**config.mk**
```make
export PLATFORM = sky130hd
export DESIGN_NAME = mips_pipe_ctrl
export DESIGN_NICKNAME = d
export VERILOG_FILES = /design/src/rtl/mips_pipe_ctrl.sv
export SDC_FILE = /design/constraint.sdc
export NUM_CORES = 1
export LEC_CHECK = 0
export CORE_MARGIN = 2
export CORE_UTILIZATION = 48
export DETAILED_ROUTE_END_ITERATION = 7
export MAX_ROUTING_LAYER = met4
export PLACE_DENSITY = 0.84
export REMOVE_ABC_BUFFERS = 1
export SETUP_SLACK_MARGIN = 0.2
export SLEW_MARGIN = 20
export SYNTH_ARGS = -nofsm -noshare
export SYNTH_HDL_FRONTEND = slang
export SYNTH_SLANG_ARGS = --single-unit
```
**constraint.sdc**
```tcl
create_clock -name clk -period 3.15 [get_ports clk]
set_input_delay 0.7875 -clock clk [delete_from_list [all_inputs] [get_ports clk]]
set_output_delay 0.7875 -clock clk [all_outputs]
set_load 0.02 [all_outputs]
```
**src/rtl/mips_pipe_ctrl.sv**
```systemverilog
// Pipeline control for the 5-stage MIPS core: ID decode, ID/EX..MEM/WB control registers,
// RAW/load-use stalls, branch/jump redirects, forwarding selects and a sticky illegal-opcode flag.
module mips_pipe_ctrl #(
    parameter int ALUC_W = 4,
    parameter int RA_W   = 5,
    parameter bit FWD_EN = 1'b1
) (
    input  logic              clk,
    input  logic              reset,
    input  logic [5:0]        id_opcode,
    input  logic [5:0]        id_func,
    input  logic [RA_W-1:0]   id_rs,
    input  logic [RA_W-1:0]   id_rt,
    input  logic [RA_W-1:0]   id_rd,
    input  logic              ex_zero,
    output logic              pc_write,
    output logic              ifid_write,
    output logic              ifid_flush,
    output logic [1:0]        pc_src,
    output logic              ex_alu_src,
    output logic [ALUC_W-1:0] ex_alu_ctrl,
    output logic              ex_bne,
    output logic [1:0]        fwd_a,
    output logic [1:0]        fwd_b,
    output logic              mem_write,
    output logic              mem_read,
    output logic              wb_reg_write,
    output logic              wb_mem_to_reg,
    output logic [RA_W-1:0]   wb_dest,
    output logic              illegal_op
);

    localparam logic [5:0] OP_RTYPE = 6'h00;
    localparam logic [5:0] OP_J     = 6'h02;
    localparam logic [5:0] OP_BEQ   = 6'h04;
    localparam logic [5:0] OP_BNE   = 6'h05;
    localparam logic [5:0] OP_ADDI  = 6'h08;
    localparam logic [5:0] OP_ADDIU = 6'h09;
    localparam logic [5:0] OP_SLTI  = 6'h0a;
    localparam logic [5:0] OP_SLTIU = 6'h0b;
    localparam logic [5:0] OP_ANDI  = 6'h0c;
    localparam logic [5:0] OP_ORI   = 6'h0d;
    localparam logic [5:0] OP_XORI  = 6'h0e;
    localparam logic [5:0] OP_LUI   = 6'h0f;
    localparam logic [5:0] OP_LW    = 6'h23;
    localparam logic [5:0] OP_SW    = 6'h2b;

    typedef struct packed {
        logic       regWrite;
        logic       memToReg;
        logic       memWrite;
        logic       memRead;
        logic       aluSrc;
        logic       branch;
        logic       bne;
        logic [3:0] aluCode;
    } ctrlWord_t;

    ctrlWord_t       idWord;
    logic            idRegDst;
    logic            idJump;
    logic            idLegal;
    logic [RA_W-1:0] idDest;

    ctrlWord_t       exWord_q, exWord_d;
    logic [RA_W-1:0] exDest_q, exDest_d;
    logic [RA_W-1:0] exRs_q, exRs_d;
    logic [RA_W-1:0] exRt_q, exRt_d;

    logic            memRegWrite_q, memMemToReg_q, memMemWrite_q, memMemRead_q;
    logic [RA_W-1:0] memDest_q;
    logic            wbRegWrite_q, wbMemToReg_q;
    logic [RA_W-1:0] wbDest_q;
    logic            illegal_q, illegal_d;

    logic hazard, taken, stall, jumpGo, bubble;
    logic exHitRs, exHitRt, memHitRs, memHitRt;

    always_comb begin
        idWord   = '0;
        idRegDst = 1'b0;
        idJump   = 1'b0;
        idLegal  = 1'b1;
        case (id_opcode)
            OP_RTYPE: begin
                idWord.regWrite = 1'b1;
                idRegDst        = 1'b1;
                case (id_func)
                    6'h20, 6'h21: idWord.aluCode = 4'h0;
                    6'h22, 6'h23: idWord.aluCode = 4'h1;
                    6'h24:        idWord.aluCode = 4'h2;
                    6'h25:        idWord.aluCode = 4'h3;
                    6'h26:        idWord.aluCode = 4'h4;
                    6'h00:        idWord.aluCode = 4'h5;
                    6'h02:        idWord.aluCode = 4'h6;
                    6'h03:        idWord.aluCode = 4'h7;
                    6'h2a:        idWord.aluCode = 4'h8;
                    6'h2b:        idWord.aluCode = 4'h9;
                    6'h27:        idWord.aluCode = 4'hA;
                    6'h04:        idWord.aluCode = 4'hB;
                    6'h06:        idWord.aluCode = 4'hC;
                    6'h07:        idWord.aluCode = 4'hD;
                    default:      idWord.regWrite = 1'b0;
                endcase
            end
            OP_LW: begin
                idWord.regWrite = 1'b1;
                idWord.aluSrc   = 1'b1;
                idWord.memToReg = 1'b1;
                idWord.memRead  = 1'b1;
            end
            OP_SW: begin
                idWord.aluSrc   = 1'b1;
                idWord.memWrite = 1'b1;
            end
            OP_BEQ: begin
                idWord.branch  = 1'b1;
                idWord.aluCode = 4'h1;
            end
            OP_BNE: begin
                idWord.branch  = 1'b1;
                idWord.bne     = 1'b1;
                idWord.aluCode = 4'h1;
            end
            OP_ADDI, OP_ADDIU, OP_ANDI, OP_ORI, OP_XORI, OP_SLTI, OP_SLTIU, OP_LUI: begin
                idWord.regWrite = 1'b1;
                idWord.aluSrc   = 1'b1;
                case (id_opcode)
                    OP_ANDI:  idWord.aluCode = 4'h2;
                    OP_ORI:   idWord.aluCode = 4'h3;
                    OP_XORI:  idWord.aluCode = 4'h4;
                    OP_SLTI:  idWord.aluCode = 4'h8;
                    OP_SLTIU: idWord.aluCode = 4'h9;
                    OP_LUI:   idWord.aluCode = 4'hE;
                    default:  idWord.aluCode = 4'h0;
                endcase
            end
            OP_J:    idJump  = 1'b1;
            default: idLegal = 1'b0;
        endcase
    end

    assign idDest = !idWord.regWrite ? '0 : (idRegDst ? id_rd : id_rt);

    // Register 0 never matches; dests are already zero for non-writing instructions.
    assign exHitRs  = (id_rs != '0) && (id_rs == exDest_q);
    assign exHitRt  = (id_rt != '0) && (id_rt == exDest_q);
    assign memHitRs = (id_rs != '0) && (id_rs == memDest_q);
    assign memHitRt = (id_rt != '0) && (id_rt == memDest_q);

    assign hazard = FWD_EN ? (exWord_q.memRead && (exHitRs || exHitRt))
                           : ((exWord_q.regWrite && (exHitRs || exHitRt)) ||
                              (memRegWrite_q && (memHitRs || memHitRt)));

    assign taken  = exWord_q.branch & (ex_zero ^ exWord_q.bne);
    assign stall  = hazard & ~taken & ~reset;
    assign jumpGo = idJump & ~stall & ~taken;
    assign bubble = stall | taken | ~idLegal;

    assign pc_write   = ~stall;
    assign ifid_write = ~stall;
    assign ifid_flush = ~reset & (taken | jumpGo);
    assign pc_src     = reset ? 2'b00 : (taken ? 2'b01 : (jumpGo ? 2'b10 : 2'b00));

    always_comb begin
        fwd_a = 2'b00;
        fwd_b = 2'b00;
        if (FWD_EN && !reset) begin
            if (memRegWrite_q && (memDest_q != '0) && (memDest_q == exRs_q))
                fwd_a = 2'b10;
            else if (wbRegWrite_q && (wbDest_q != '0) && (wbDest_q == exRs_q))
                fwd_a = 2'b01;
            if (memRegWrite_q && (memDest_q != '0) && (memDest_q == exRt_q))
                fwd_b = 2'b10;
            else if (wbRegWrite_q && (wbDest_q != '0) && (wbDest_q == exRt_q))
                fwd_b = 2'b01;
        end
    end

    assign exWord_d  = bubble ? '0 : idWord;
    assign exDest_d  = bubble ? '0 : idDest;
    assign exRs_d    = bubble ? '0 : id_rs;
    assign exRt_d    = bubble ? '0 : id_rt;
    assign illegal_d = illegal_q | ~idLegal;

    // EX/MEM and MEM/WB never stall; only ID/EX takes bubbles.
    always_ff @(posedge clk) begin
        if (reset) begin
            exWord_q      <= '0;
            exDest_q      <= '0;
            exRs_q        <= '0;
            exRt_q        <= '0;
            memRegWrite_q <= 1'b0;
            memMemToReg_q <= 1'b0;
            memMemWrite_q <= 1'b0;
            memMemRead_q  <= 1'b0;
            memDest_q     <= '0;
            wbRegWrite_q  <= 1'b0;
            wbMemToReg_q  <= 1'b0;
            wbDest_q      <= '0;
            illegal_q     <= 1'b0;
        end else begin
            exWord_q      <= exWord_d;
            exDest_q      <= exDest_d;
            exRs_q        <= exRs_d;
            exRt_q        <= exRt_d;
            memRegWrite_q <= exWord_q.regWrite;
            memMemToReg_q <= exWord_q.memToReg;
            memMemWrite_q <= exWord_q.memWrite;
            memMemRead_q  <= exWord_q.memRead;
            memDest_q     <= exDest_q;
            wbRegWrite_q  <= memRegWrite_q;
            wbMemToReg_q  <= memMemToReg_q;
            wbDest_q      <= memDest_q;
            illegal_q     <= illegal_d;
        end
    end

    assign ex_alu_src    = exWord_q.aluSrc;
    assign ex_alu_ctrl   = ALUC_W'(exWord_q.aluCode);
    assign ex_bne        = exWord_q.bne;
    assign mem_write     = memMemWrite_q;
    assign mem_read      = memMemRead_q;
    assign wb_reg_write  = wbRegWrite_q;
    assign wb_mem_to_reg = wbMemToReg_q;
    assign wb_dest       = wbDest_q;
    assign illegal_op    = illegal_q;

endmodule
```
==> results.ini, run 1 <==
[finish]
area_growth_pct = 52.6
final_nets = 341
drive_gt1_share_pct = 28.5
postLayoutCoreUtil_pct = 77.3
n_antenna_cell = 0

[floorplanning]
core_area_um2 = 4060
die_w_um = 69.4
start_util_pct = 50.7
ios = 55
rows = 23
die_y_um = 69.4
die_area_um2 = 4820

[worst_setup_path]
cp.arrival_ns = 2.48
critPathTopFamily = simple AND/OR/NAND/NOR gates
cp_num_buf_inv = 2
path_class = input port to output pin
rr_worst_depth = 10
startpoint_type = input port
path_cells = buf_8 > or4_4 > a21oi_4 > nor4_4 > or4_1 > o21ai_1 > buf_4
crit_cells = 7
slowest_delay_ns = 0.54
slowest_stage = or4_4
cp.required_ns = 2.36
cp_max_fo = 2
end_kind = output pin

[sta]
timing.hold.ws_ns = 0.453
hold_violations = 0
rsz0062_at_grt = true
period_needed_ns = 3.26
worst_pin_slew_ns = 0.435
period_share_pct = 104
finalSetupViolCount = 4
fmax_mhz = 306
clock_skew_ns = 0.00656
maxSlewHeadroom_pct = 70.9
slew_violations = 0
layout_setup_ws_ns = -0.114
fin_tns_setup_ns = -0.385

[synth]
ys_warn_count = 0
synth_seq_cells = 41
synth.area.top_cells = dfxtp_1 40%, xnor2_1 7.2%, nor2b_1 5.8%
postSynthCellCount = 225
seq_area_frac_synth_pct = 39.9
yosysTopAreaCell = dfxtp_1
async_reset_ff_share_pct = 0
synth_commonest_cells = 41 x dfxtp_1, 19 x nor2_1, 19 x nor2b_1, 17 x xnor2_1, 12 x xor2_1
syn_area_per_cell_um2 = 9.14
synth_top_cell_area_share_pct = 39.9
synth_area_um2 = 2060
synth-edff-count = 0
yosysMostFrequentCell = dfxtp_1
yosysUniqueCellTypes = 44
synthFlopType = dfxtp_1

[placement]
gp_congestion = 0.910
dp_hpwl_mm = 3.94
dp_slack_ns = -0.925
io_buffer_count = 54

[global_routing]
grt_usage_pct = 27.7
grt_overflow = 0
grt_pass1_wl_mm = 10.1
grt_pass1_vias = 2053
antenna_found_initial = 0
grt_max_degree = 23

[clock_tree]
cts_hold_buf = 0
cts_buffers = 5
clock-sinks = 41
tritoncts = yes
clk_pin_slew_worst_paths_ns = 0.08
clock_latency_ns = 0.30
root_buffer = clkbuf_8
clock_path_buffers = 2
htreeDepth = 2

[drt]
drc = 0
ant_nets = 0
drt_iter0_drc = 255
vias_per_cell = 5.88
finalWirelength_mm = 6.82
drt_pass1_iterations = 6
vias = 2127
avgRoutedWirePerCell_um = 18.8

[run_status]
violations = setup timing
status = finished with violations

[worst_hold_path]
hold_path.class = register to register
min_path_cells = 1

[power_and_ir_drop]
peakVddDrop_mv = 0.331
p_per_area_nw_per_um2 = 370
p_leak_nw = 1.38

[run]
cap_viol_max_count = 0

cells in the final DEF, fill, tap and decap left out, types with 4 or more instances in the layout:
cell,count
a21oi_1,4
and2_1,8
and2_2,4
buf_2,6
buf_4,33
buf_6,10
clkbuf_8,6
clkdlybuf4s50_1,33
dfxtp_1,41
dlygate4sd2_1,6
inv_1,6
mux2i_1,5
nand2_1,7
nand2b_1,6
nand3_1,6
nor2_1,17
nor2b_1,19
nor3_1,6
or4_1,5
xnor2_1,13
xnor2_2,4
xor2_1,12
worst paths after layout:
kind	startpoint	end	slack (ns)
min	exWord_q[8]$_SDFF_PP0_	mem_write$_SDFF_PP0_	0.45
max	id_rs[1]	ifid_flush	-0.11
max reg2reg	exDest_q[0]$_SDFF_PP0_	exRs_q[1]$_SDFF_PP0_	0.87
min reg2reg	exWord_q[8]$_SDFF_PP0_	mem_write$_SDFF_PP0_	0.45
worst register-to-register path: cells and delay by family (launching register included):
family                 cells  cell delay (ns)
flip-flops                 1             0.50
buffers and inverters      5             0.63
XOR/XNOR                   1             0.17
AND/OR/NAND/NOR            4             0.89
metal layers:
| layer | vias to the layer above | share of wire [%] | track usage (%) |
|---|---|---|---|
| met5 | - | 0 | - |
| met4 | 0 | 5.3 | 12.9 |
| met3 | 42 | 6.6 | 5.67 |
| met2 | 132 | 49 | 46.0 |
| met1 | 1004 | 39 | 32.1 |
| li1 | 949 | - | - |
final cells by class:
type	count	area, µm²
sequential	41	821
multi-input combinational	166	1310
timing repair buffer	90	801
clock buffer	7	86.3
fill	254	920
clock inverter	1	30.0
tap	50	62.6
inverter	7	26.3
where the power goes:
| group | total, mW | switching, mW | internal (mW) |
|---|---|---|---|
| clock network | 0.452 | 0.194 | 0.259 |
| logic | 0.177 | 0.0864 | 0.0910 |
| registers | 0.531 | 0.00647 | 0.524 |
kinds of logic after synthesis:
family                    share of synthesized area (%)
and+or+nand+nor                                    29.3
muxes                                              2.43
AOI/OAI and AO/OA                                  11.3
xor gates and xnor gates                           12.4
DFF                                                39.9
buffers and inverters                              4.63
metrics by stage:
step                      area, µm²  cells  power [mW]
after floorplan                1990    214       0.596
after global placement         2810    347       0.685
after detailed placement       2810    347       0.689
after CTS                      3060    361        1.13
after global routing           3140    362        1.19
final                          3140    362        1.16
what timing repair did:
| item | CTS | global route |
|---|---|---|
| setup endpoints to repair | 9 | 5 |
| endpoints found under the hold margin | 0 | 0 |
| resized for setup | 102 | 16 |
| pin swaps | 17 | 9 |
| setup buffers | 6 | 1 |
Note: power is estimated with default switching activity, not from simulation.
==> run 2: changes to the inputs <==
--- a/config.mk
+++ b/config.mk
@@ -5,6 +5,7 @@
 export SDC_FILE = /design/constraint.sdc
 export NUM_CORES = 1
 export LEC_CHECK = 0
+export CAP_MARGIN = 20
 export CORE_MARGIN = 2
 export CORE_UTILIZATION = 48
 export DETAILED_ROUTE_END_ITERATION = 7
==> results of run 2 <==
Final layout, timing and power as in run 1 (identical DEF).
